<file path="src/rtl/wishbone_arbiter_if.sv">
//------------------------------------------------------------------------------
// wishbone_arbiter_if
// Bundle of master-side and slave-side Wishbone classic signals for the arbiter.
// Revision: 1.0 - initial release
//------------------------------------------------------------------------------
`timescale 1ns/1ps
`default_nettype none

interface wishbone_arbiter_if #(
  parameter int NUM_MASTERS = 2,
  parameter int ADDR_W      = 32,
  parameter int DATA_W      = 32
);
  logic [NUM_MASTERS-1:0]        m_cyc_i;
  logic [NUM_MASTERS-1:0]        m_stb_i;
  logic [NUM_MASTERS-1:0]        m_we_i;
  logic [NUM_MASTERS*ADDR_W-1:0] m_addr_i;
  logic [NUM_MASTERS*DATA_W-1:0] m_data_i;
  logic [NUM_MASTERS-1:0]        m_ack_o;
  logic [NUM_MASTERS-1:0]        m_err_o;
  logic [DATA_W-1:0]             m_data_o;
  logic                          s_cyc_o;
  logic                          s_stb_o;
  logic                          s_we_o;
  logic [ADDR_W-1:0]             s_addr_o;
  logic [DATA_W-1:0]             s_data_o;
  logic                          s_ack_i;
  logic [DATA_W-1:0]             s_data_i;
  logic [NUM_MASTERS-1:0]        grant_o;
  logic                          busy_o;

  // Arbiter view: serves the requesting masters and drives the shared slave.
  modport slave (
    input  m_cyc_i, m_stb_i, m_we_i, m_addr_i, m_data_i, s_ack_i, s_data_i,
    output m_ack_o, m_err_o, m_data_o, s_cyc_o, s_stb_o, s_we_o, s_addr_o,
    output s_data_o, grant_o, busy_o
  );

  // Environment view: the requesting masters plus the shared slave.
  modport master (
    output m_cyc_i, m_stb_i, m_we_i, m_addr_i, m_data_i, s_ack_i, s_data_i,
    input  m_ack_o, m_err_o, m_data_o, s_cyc_o, s_stb_o, s_we_o, s_addr_o,
    input  s_data_o, grant_o, busy_o
  );
endinterface

`default_nettype wire

</file>
<file path="src/rtl/wishbone_arbiter.sv">
//------------------------------------------------------------------------------
// wishbone_arbiter
// Round-robin Wishbone classic arbiter with bus-cycle grant lock and ack watchdog.
// Revision: 1.0 - initial release
//------------------------------------------------------------------------------
`timescale 1ns/1ps
`default_nettype none

module wishbone_arbiter #(
  parameter int NUM_MASTERS    = 2,
  parameter int ADDR_W         = 32,
  parameter int DATA_W         = 32,
  parameter int TIMEOUT_CYCLES = 255
) (
  input  wire logic          clk_i,
  input  wire logic          rst_i,
  wishbone_arbiter_if.slave  bus
);

  localparam int c_IDX_W = (NUM_MASTERS > 1) ? $clog2(NUM_MASTERS) : 1;

  typedef enum logic [1:0] {
    ST_IDLE  = 2'd0,
    ST_OWN   = 2'd1,
    ST_ABORT = 2'd2,
    ST_DRAIN = 2'd3
  } state_t;

  state_t                 r_state;
  logic [NUM_MASTERS-1:0] r_grant;
  logic [c_IDX_W-1:0]     r_ptr;

  logic                   w_found;
  logic [c_IDX_W-1:0]     w_cand;
  logic [c_IDX_W-1:0]     w_next_idx;
  logic [NUM_MASTERS-1:0] w_next_oh;
  logic                   w_in_own;
  logic                   w_own_cyc;
  logic                   w_own_stb;
  logic                   w_own_we;
  logic [ADDR_W-1:0]      w_own_addr;
  logic [DATA_W-1:0]      w_own_data;
  logic                   w_expire;

  // Search starts just past the last owner so every requester gets a turn.
  always_comb begin
    w_found    = 1'b0;
    w_cand     = '0;
    w_next_idx = r_ptr;
    w_next_oh  = '0;
    for (int i = 1; i <= NUM_MASTERS; i++) begin
      w_cand = c_IDX_W'((int'(r_ptr) + i) % NUM_MASTERS);
      if (!w_found && bus.m_cyc_i[w_cand]) begin
        w_found           = 1'b1;
        w_next_idx        = w_cand;
        w_next_oh         = '0;
        w_next_oh[w_cand] = 1'b1;
      end
    end
  end

  // While busy the pointer doubles as the current owner's index.
  assign w_own_cyc  = bus.m_cyc_i[r_ptr];
  assign w_own_stb  = bus.m_stb_i[r_ptr];
  assign w_own_we   = bus.m_we_i[r_ptr];
  assign w_own_addr = bus.m_addr_i[r_ptr*ADDR_W +: ADDR_W];
  assign w_own_data = bus.m_data_i[r_ptr*DATA_W +: DATA_W];
  assign w_in_own   = (r_state == ST_OWN);

  assign bus.s_cyc_o  = w_in_own & w_own_cyc;
  assign bus.s_stb_o  = w_in_own & w_own_cyc & w_own_stb;
  assign bus.s_we_o   = w_in_own & w_own_we;
  assign bus.s_addr_o = w_in_own ? w_own_addr : '0;
  assign bus.s_data_o = w_in_own ? w_own_data : '0;

  // Late acks after an abort must never reach the master.
  assign bus.m_ack_o  = (w_in_own && bus.s_ack_i) ? r_grant : '0;
  assign bus.m_err_o  = (r_state == ST_ABORT) ? r_grant : '0;
  assign bus.m_data_o = bus.s_data_i;
  assign bus.grant_o  = r_grant;
  assign bus.busy_o   = (r_state != ST_IDLE);

  generate
    if (TIMEOUT_CYCLES > 0) begin : g_wdog
      logic [15:0] r_wd;

      // Fires on the stalled cycle that would bring the count to the limit;
      // a same-cycle ack suppresses it.
      assign w_expire = w_in_own && bus.s_stb_o && !bus.s_ack_i &&
                        (r_wd == 16'(TIMEOUT_CYCLES - 1));

      always_ff @(posedge clk_i or negedge rst_i) begin
        if (!rst_i) begin
          r_wd <= '0;
        end else if (!w_in_own || !bus.s_stb_o || bus.s_ack_i || w_expire) begin
          r_wd <= '0;
        end else begin
          r_wd <= r_wd + 16'd1;
        end
      end
    end else begin : g_no_wdog
      assign w_expire = 1'b0;
    end
  endgenerate

  always_ff @(posedge clk_i or negedge rst_i) begin
    if (!rst_i) begin
      r_state <= ST_IDLE;
      r_grant <= '0;
      r_ptr   <= c_IDX_W'(NUM_MASTERS - 1);
    end else begin
      case (r_state)
        ST_IDLE: begin
          if (w_found) begin
            r_grant <= w_next_oh;
            r_ptr   <= w_next_idx;
            r_state <= ST_OWN;
          end
        end
        ST_OWN: begin
          if (!w_own_cyc) begin
            r_grant <= '0;
            r_state <= ST_IDLE;
          end else if (w_expire) begin
            r_state <= ST_ABORT;
          end
        end
        ST_ABORT: begin
          r_state <= ST_DRAIN;
        end
        ST_DRAIN: begin
          if (!w_own_cyc) begin
            r_grant <= '0;
            r_state <= ST_IDLE;
          end
        end
        default: begin
          r_grant <= '0;
          r_state <= ST_IDLE;
        end
      endcase
    end
  end

endmodule

`default_nettype wire

</file>
<file path="src/flat_wrapper.sv">
// flat-port wrapper written by rule: the top's interface ports become plain ports
module wishbone_arbiter_flat 
#(
  parameter int NUM_MASTERS    = 2,
  parameter int ADDR_W         = 32,
  parameter int DATA_W         = 32,
  parameter int TIMEOUT_CYCLES = 255
)
  (clk_i, rst_i, bus_m_cyc_i, bus_m_stb_i, bus_m_we_i, bus_m_addr_i, bus_m_data_i, bus_s_ack_i, bus_s_data_i, bus_m_ack_o, bus_m_err_o, bus_m_data_o, bus_s_cyc_o, bus_s_stb_o, bus_s_we_o, bus_s_addr_o, bus_s_data_o, bus_grant_o, bus_busy_o);
  wishbone_arbiter_if #(.NUM_MASTERS(NUM_MASTERS), .ADDR_W(ADDR_W), .DATA_W(DATA_W)) bus_i ();
  input  wire logic clk_i;
  input  wire logic rst_i;
  input wire logic [$bits(bus_i.m_cyc_i)-1:0] bus_m_cyc_i;
  input wire logic [$bits(bus_i.m_stb_i)-1:0] bus_m_stb_i;
  input wire logic [$bits(bus_i.m_we_i)-1:0] bus_m_we_i;
  input wire logic [$bits(bus_i.m_addr_i)-1:0] bus_m_addr_i;
  input wire logic [$bits(bus_i.m_data_i)-1:0] bus_m_data_i;
  input wire logic [$bits(bus_i.s_ack_i)-1:0] bus_s_ack_i;
  input wire logic [$bits(bus_i.s_data_i)-1:0] bus_s_data_i;
  output wire logic [$bits(bus_i.m_ack_o)-1:0] bus_m_ack_o;
  output wire logic [$bits(bus_i.m_err_o)-1:0] bus_m_err_o;
  output wire logic [$bits(bus_i.m_data_o)-1:0] bus_m_data_o;
  output wire logic [$bits(bus_i.s_cyc_o)-1:0] bus_s_cyc_o;
  output wire logic [$bits(bus_i.s_stb_o)-1:0] bus_s_stb_o;
  output wire logic [$bits(bus_i.s_we_o)-1:0] bus_s_we_o;
  output wire logic [$bits(bus_i.s_addr_o)-1:0] bus_s_addr_o;
  output wire logic [$bits(bus_i.s_data_o)-1:0] bus_s_data_o;
  output wire logic [$bits(bus_i.grant_o)-1:0] bus_grant_o;
  output wire logic [$bits(bus_i.busy_o)-1:0] bus_busy_o;
  assign bus_i.m_cyc_i = bus_m_cyc_i;
  assign bus_i.m_stb_i = bus_m_stb_i;
  assign bus_i.m_we_i = bus_m_we_i;
  assign bus_i.m_addr_i = bus_m_addr_i;
  assign bus_i.m_data_i = bus_m_data_i;
  assign bus_i.s_ack_i = bus_s_ack_i;
  assign bus_i.s_data_i = bus_s_data_i;
  assign bus_m_ack_o = bus_i.m_ack_o;
  assign bus_m_err_o = bus_i.m_err_o;
  assign bus_m_data_o = bus_i.m_data_o;
  assign bus_s_cyc_o = bus_i.s_cyc_o;
  assign bus_s_stb_o = bus_i.s_stb_o;
  assign bus_s_we_o = bus_i.s_we_o;
  assign bus_s_addr_o = bus_i.s_addr_o;
  assign bus_s_data_o = bus_i.s_data_o;
  assign bus_grant_o = bus_i.grant_o;
  assign bus_busy_o = bus_i.busy_o;
  wishbone_arbiter #(.NUM_MASTERS(NUM_MASTERS), .ADDR_W(ADDR_W), .DATA_W(DATA_W), .TIMEOUT_CYCLES(TIMEOUT_CYCLES)) u_core (.clk_i(clk_i), .rst_i(rst_i), .bus(bus_i));
endmodule
</file>
<file path="config.mk">
export PLATFORM = sky130hd
export DESIGN_NAME = wishbone_arbiter_flat
export DESIGN_NICKNAME = d
export VERILOG_FILES = /design/src/rtl/wishbone_arbiter_if.sv /design/src/rtl/wishbone_arbiter.sv /design/src/flat_wrapper.sv
export SDC_FILE = /design/constraint.sdc
export NUM_CORES = 1
export LEC_CHECK = 0
export ABC_CLOCK_PERIOD_IN_PS = 1690
export BUFFER_PORTS_ARGS = -buffer_cell sky130_fd_sc_hd__buf_4
export CAP_MARGIN = 20
export CORE_AREA = 2 2 107 109
export CTS_BUF_LIST = sky130_fd_sc_hd__clkbuf_16
export CTS_CLUSTER_SIZE = 20
export DETAILED_ROUTE_END_ITERATION = 10
export DIE_AREA = 0 0 109 111
export GPL_TIMING_DRIVEN = 0
export SYNTH_ARGS = -nofsm -noshare
export SYNTH_HDL_FRONTEND = slang
export SYNTH_SLANG_ARGS = --single-unit
</file>
<file path="constraint.sdc">
create_clock -name clk_i -period 1.69 [get_ports clk_i]
set_input_delay 0.2535 -clock clk_i [delete_from_list [all_inputs] [get_ports clk_i]]
set_output_delay 0.2535 -clock clk_i [all_outputs]
set_load 0.05 [all_outputs]
</file>
-- Word level (Yosys, flattened, before mapping)
Cells that the tools add are included.
- flip-flop bits (word level): 21
- word-level logic and storage cells: 79
- input port bits: 169
- multiplexer cells: 32
- add/sub/neg operators: 3
- bitwise logic cells: 3
- reduce and logical (&&, ||, !) cells: 22
- equality and inequality tests: 8
- shifts and indexed selects: 2
- magnitude comparators: 5
- operator list (cell ; number):
    64-bit by 7-bit indexed part select with 32-bit output ; 2
    32-bit 2-to-1 mux ; 2
    2-bit 2-to-1 mux ; 9
    16-bit by 1-bit adder with 16-bit output (second input constant) ; 1
    16-bit by 8-bit equality test with 1-bit output (second input constant) ; 1
    1-bit 2-to-1 mux ; 16
    16-bit 2-to-1 mux ; 1
    3-bit AND reduction ; 3
    2-bit one-hot mux with 4 select lines ; 1
    1-bit logical AND ; 7
    1-bit by 2-bit < comparator with 1-bit output (second input constant) ; 3
    2-bit nonzero test ; 3
    2-bit equality test (second input constant) ; 2
    1-bit logical NOT ; 4
    2-bit != test (second input constant) ; 2
    2-bit one-hot mux with 2 select lines ; 1
    1-bit bitwise AND ; 3
    1-bit logical OR ; 3
    3-bit != test (second input constant) ; 1
    1-bit adder (second input constant) ; 2
    1-bit demux with 1-bit select ; 2
    2-bit by 1-bit equality test with 1-bit output (second input constant) ; 1
    1-bit greater-or-equal comparator (second input constant) ; 2
    2-bit logical NOT ; 1
    2 further kinds ; 2

-- Longest topological paths before layout
Gate-level depths: netlist of run 1.
- word-level depth: 10
- depth in mapped cells: 7
- gate-level depth less buffers: 6

-- Least setup slack after synthesis of run 1
Ideal clock, no wire load.
- kind: register to output
- start point: register (tool-made name)
- end point: output port bus_s_stb_o
- arrival: 1.986 ns
- setup slack: -0.549 ns
- cell stages (with the launch flop): 5
- path buffers: 2
- data required time: 1.436 ns
- cell sequence: dfrtp_1 > nand2b_1 > clkbuf_1 > buf_2 > nor3_1
- RTL lines (item ; RTL line ; text):
    to (decl) ; flat_wrapper.sv:24 ; output wire logic [$bits(bus_i.s_stb_o)-1:0] bus_s_stb_o;

-- Worst setup path after layout of run 1
- start point: register u_core.r_ptr
- end point: output port bus_s_addr_o[1]
- cells in the longest elaborated chain, start to end: 2
- RTL lines (item ; RTL line ; text):
    from (decl) ; wishbone_arbiter.sv:31 ; logic [c_IDX_W-1:0] r_ptr;
    from (signal assigned) ; wishbone_arbiter.sv:110 ; r_ptr <= c_IDX_W'(NUM_MASTERS - 1);
    from (signal assigned) ; wishbone_arbiter.sv:116 ; r_ptr <= w_next_idx;
    64-bit by 7-bit indexed part select with 32-bit output ; wishbone_arbiter.sv:66 ; assign w_own_addr = bus.m_addr_i[r_ptr*ADDR_W +: ADDR_W];
    32-bit 2-to-1 mux ; wishbone_arbiter.sv:73 ; assign bus.s_addr_o = w_in_own ? w_own_addr : '0;
    to (decl) ; flat_wrapper.sv:26 ; output wire logic [$bits(bus_i.s_addr_o)-1:0] bus_s_addr_o;
Every way passes these cells.

==> metrics, run 1 <==
status finished with violations; failing checks setup timing; sequential area share after synthesis a little under a quarter; remaining antenna violation count 0; Cells after Synth 290; largest net degree at the start of global routing 22; IO Port Bufs approximately 240; fin crit period 1.96 ns; I/O Pins 275; Slew headroom 63.6%; Tcrit/Tclk final 116%; Die H 111 microns; P_leak 2.80 nW; routed length per instance 17.4 microns; drt pass-1 iters 4; Post-synth EDFFs 0; vias in the first global route 3300; via count 3136; CTS clk-pin slew, worst paths 0.06 ns; WP data required approximately 1.4 ns; Hold Worst Slack ~0.21 ns; number of max-cap violations 0; clk sinks 21; Worst Hold Depth 2; GRT Total Usage a little under a fifth; synth unique cells 31; drt drc 0; startpoint types flop; FF-to-FF End u_core.g_wdog.r_wd[9]$_DFF_PN0_; worst slew pin tran 0.547 ns; Setup-failing EPs final 84; register bit total from synthesis 21; Syn Area/Cell 8.01 sq um; Synth Warn # 0; vias per cell ~4.5; HP Start bus_m_cyc_i[0]; worst r2r path cells 8; Worst-Skew Late Latency 0.25 ns; Crit Path Max Fanout 7; fmax roughly 0.51 GHz; Yosys top cell by area mux2i_1; Placeable Area around 11000 sq um; H-tree Lvls 1; Routed WL 12.2 mm; count leader, synth nor2_1; share of async-settable or async-resettable flops after synthesis 100%; first-pass GRT wire length ~18 mm; Worst Slack Setup Final -0.272 ns; CP Data Arrival Time 1.71 ns; Layout Area Growth over Synthesis 175%; total gr overflow 0; nets@finish 733; Die W 109 microns; row cnt 39; Netlist Area Pre-Place around 2300 sq um; TritonCTS clock tree done; type of destination of the critical path output pin; flop2flop setup slack -0.15 ns; Antenna diodes 0; Starting Density 21.0%; Final Skew 0.00229 ns; final core occ 57.6%; routability cong. 0.850; WS Path Type reg -> out; layout cells sized above 1 a little over 80%; RSZ-0062 raised after global routing yes; largest cells by area after synthesis mux2i_1 28%, dfrtp_1 22%, nor2_1 13%, buf_4 10%, xor2_1 4.1%; Post-Syn Nets 461; max-slew violation count 0; Endpoint, Worst Hold u_core.r_ptr$_DFFE_PN1P_; top cells by count, synth 83 x nor2_1, 66 x mux2i_1, 32 x buf_4, 20 x dfrtp_1, 14 x buf_2; Final Hold Fails 0; Hold Path Class in -> reg; predominant post-synthesis flop cell dfrtp_1; CTS buffer count 3; Detailed Place HPWL 9.03 mm; peak supply drop 0.686 mV; maximum clock insertion buffer count 2; DRT iter0 DRCs 84; PwrDens 1480 nW/um^2; worst r2r src u_core.r_ptr$_DFFE_PN1P_; die area 12100 sq um; initial antenna violation count 0; CTS root buf clkbuf_16; post-synth top area share 28.4%
## registers in the layout, indices dropped and copies added (netlist names), named ones only
name and flops:
u_core.bus.grant_o 2, u_core.g_wdog.r_wd 16, u_core.r_ptr 1, u_core.r_state 1
## critical path, stage by stage (launching register included)
cell	delay (ns)
dfstp_2	0.63
buf_12	0.18
clkbuf_16	0.18
mux2i_4	0.25
nor2_4	0.05
buf_6	0.17
## layout by cell type, fill, tap and decap left out, types with 8 or more instances in the layout
cell / count
nor2_1: 13
buf_6: 74
dfrtp_1: 19
buf_4: 217
xor2_1: 11
buf_12: 8
nor2_2: 24
clkbuf_16: 8
mux2i_4: 60
nor2_4: 46
## metal layers
| layer | vias to the layer above | wire [microns] | GRT usage, % | share of wire, % |
|---|---|---|---|---|
| met5 | - | 0 | 0 | 0 |
| met4 | 0 | 257 | 3.50 | 2.1 |
| met3 | 16 | 886 | 3.64 | 7.2 |
| met2 | 120 | 6620 | 34.3 | 54 |
| met1 | 1499 | 4470 | 22.1 | 37 |
| li1 | 1501 | - | - | - |
## final cells by class
cell class,instances,area (sq um)
clock buffer,3,75.1
sequential,21,528
multi-input combinational,215,2630
inverter,3,11.3
buffer,49,504
clock inverter,1,5.00
tap,143,179
fill,897,4700
timing repair buffer,269,2440
## through the flow
stage                     instances  instance area [sq um]  power [mW]  setup WS, ns  TNS, ns
after floorplan                 290                   2750        4.59        -0.143    -3.20
after global placement          675                   4740        6.06        -0.409   -20.22
after detailed placement        675                   4740        6.11        -0.425   -21.44
after CTS                       697                   5920        8.68        -0.307   -17.92
after global routing            704                   6380        9.79        -0.316   -22.05
final                           704                   6380        9.44        -0.272   -17.03
## cell families after synthesis
logic type | share of synthesized area [%]
mux | 29.0
compound gates | 2.32
buf+inv | 15.0
flops | 22.7
xor+xnor | 5.28
simple gates | 24.7
fa+ha+maj | 1.08
## worst max path at each step
stage                                  start          endpoint  slack (ns)
floorplan           u_core.r_ptr$_DFFE_PN1P_   bus_s_data_o[1]       -0.14
global placement                        flop   bus_s_addr_o[3]       -0.41
detailed placement                      flop   bus_s_addr_o[3]       -0.43
CTS                 u_core.r_ptr$_DFFE_PN1P_  bus_s_data_o[23]       -0.31
global route        u_core.r_ptr$_DFFE_PN1P_   bus_s_addr_o[1]       -0.32
finish              u_core.r_ptr$_DFFE_PN1P_   bus_s_addr_o[1]       -0.27
## report_power, final
part | leakage [nW] | total (mW) | internal [mW] | switching (mW)
sequential | 0.283 | 0.612 | 0.551 | 0.0611
combinational | 2.48 | 8.33 | 3.92 | 4.41
clock | 0.0409 | 0.496 | 0.317 | 0.178
total | 2.80 | 9.44 | 4.79 | 4.65
## timing repair
action                     in CTS  in global routing
hold endpoints to repair       20                  0
hold buffers                    1                  0
resized for setup             184                 69
pin swaps                       2                  3
buffers inserted               17                  4
setup endpoints to repair      85                 85
cloned                          2                  5
Note: power is estimated with default switching activity, not from simulation.
==> run 2, diff against run 1 <==
MAX_ROUTING_LAYER = met4   (was default)
==> run 2 against run 1 <==
The run still ends with setup timing left. First-iteration DRC count unchanged. Setup slack got worse by 0.0018 ns. Flip-flop and latch count unchanged. Hold slack got worse by 0.0010 ns. Non-clock buffer count unchanged. Final cell count unchanged. Wire length about the same. Largest cell class unchanged. Highest routed layer unchanged.
==> metrics, run 2 (same netlist as run 1, synthesis figures left out) <==
status finished with violations; failing checks setup timing; startpoint types flop; GRT Total Usage 19.2%; I/O Pins 275; routed length per instance 17.4 microns; most frequent cells in the layout 218 x buf_4, 74 x buf_6, 60 x mux2i_4; Hold Path Class in -> reg; total gr overflow 0; initial antenna violation count 0; RSZ-0062 raised after global routing yes; Crit Path Max Fanout 7; met3 Use GR 3.59%; CP Data Arrival Time 1.71 ns; Final Hold Fails 0; H-tree Lvls 1; via count 3133; Tcrit/Tclk final 116%; Comb power frac 88.2%; first-pass GRT wire length between 15 and 20 mm; fin crit period between 1.5 and 2 ns; clk sinks 21; P_leak 2.80 nW; Clock Power Share under 10%; row cnt 39; Largest Register u_core.g_wdog.r_wd; max-slew violation count 0; Routed WL 12.2 mm; maximum clock insertion buffer count 2; vias per cell 4.45; remaining antenna violation count 0; Die W 109 microns; CTS root buf clkbuf_16; worst slew pin tran 0.547 ns; most common cell after layout, fill and taps aside buf_4; Setup-failing EPs final between 80 and 90; IO Port Bufs about 240; gr busiest metal met2; sw power 4.65 mW; M2 GR Usage between 30% and 40%; CTS clk-pin slew, worst paths about 0.060 ns; nets@finish 733; vias in the first global route 3303; fmax ~0.51 GHz; layout cells sized above 1 82.2%; Reg power frac roughly 6.5%; pre-CTS setup slack -0.425 ns; Starting Density 21.0%; largest net degree at the start of global routing 22; Placeable Area 11100 sq um; routability cong. 0.864; Hold Worst Slack 0.209 ns; Final Skew 0.00374 ns; drt drc 0; TritonCTS clock tree done; WS Path Type reg -> out; Worst-Skew Late Latency 0.25 ns; final core occ 57.5%; number of max-cap violations 0; Pwr Total 9.43 mW; Sw Share 49.3%; Worst Slack Setup Final -0.274 ns; WP data required approximately 1.4 ns; Die H approximately 110 microns; internal power about 4.8 mW; Layout Area Growth over Synthesis 174%; Largest register FFs 16; Slew headroom 63.5%; DRT iter0 DRCs 84; peak supply drop roughly 0.69 mV; die area 12100 sq um; Antenna diodes 0; M1 GR Usage between 20 and 25%; CTS buffer count 3; Detailed Place HPWL 9.03 mm; PwrDens 1480 nW/um^2; drt pass-1 iters 4; type of destination of the critical path output pin
==> run 2: cell count changes in the layout (fill, tap and decap cells not counted) <==
cell   delta
buf_4     +1
buf_8     -1
==> run 2: repair_timing <==
item                                    4_1_cts  5_1_grt
endpoints found under the setup margin       85       85
pin swaps                                     2        3
setup buffers                                17        4
resized for setup                           184       67
hold buffers                                  1        0
hold endpoints to repair                     20        0
gates cloned                                  2        5
==> run 2: through the flow <==
stage / std cells / area [sq um] / setup TNS [ns]
2_1_floorplan: 290 / 2750 / -3.20
3_3_place_gp: 675 / 4740 / -20.22
3_5_place_dp: 675 / 4740 / -21.44
4_1_cts: 697 / 5920 / -17.92
5_1_grt: 704 / 6370 / -22.09
6_report: 704 / 6370 / -17.00
==> run 2: final cells by class <==
| cell class | count | area (sq um) |
|---|---|---|
| Sequential cell | 21 | 528 |
| Tap cell | 143 | 179 |
| Multi-Input combinational cell | 215 | 2630 |
| Timing Repair Buffer | 269 | 2440 |
| Clock inverter | 1 | 5.00 |
| Buffer | 49 | 497 |
| Clock buffer | 3 | 75.1 |
| Fill cell | 897 | 4700 |
| Inverter | 3 | 11.3 |
==> run 2: routing by layer <==
metal,routed length [microns],up-vias
met5,0,-
met4,246,0
met3,917,14
met2,6590,123
met1,4470,1491
li1,-,1505
==> run 2: final timing paths <==
path | to | cells after the start | slack (ns) | startpoint
hold reg to reg | u_core.g_wdog.r_wd[0]$_DFF_PN0_ | 1 | 0.51 | u_core.g_wdog.r_wd[0]$_DFF_PN0_
setup / recovery | bus_s_addr_o[1] | 5 | -0.27 | u_core.r_ptr$_DFFE_PN1P_
hold / removal | u_core.r_ptr$_DFFE_PN1P_ | 2 | 0.21 | bus_m_cyc_i[0]
min in group asynchronous | u_core.g_wdog.r_wd[11]$_DFF_PN0_ | 2 | 0.42 | rst_i
max in group asynchronous | u_core.r_ptr$_DFFE_PN1P_ | 2 | 1.00 | rst_i
setup reg to reg | u_core.g_wdog.r_wd[9]$_DFF_PN0_ | 8 | -0.14 | u_core.r_ptr$_DFFE_PN1P_
==> run 2: power groups by stage <==
stage / clock network [mW] / registers [mW] / logic, mW
after floorplan: 0 / 0.641 / 3.95
after global placement: 0 / 0.588 / 5.47
after detailed placement: 0 / 0.588 / 5.52
after CTS: 0.508 / 0.611 / 7.56
after global routing: 0.534 / 0.620 / 8.63
final: 0.495 / 0.613 / 8.32
==> run 2: worst max-delay path, cell delays in order, from the launching register on <==
cell,delay (ns)
dfstp_2,0.63
buf_12,0.18
clkbuf_16,0.17
mux2i_4,0.25
nor2_4,0.05
buf_6,0.17
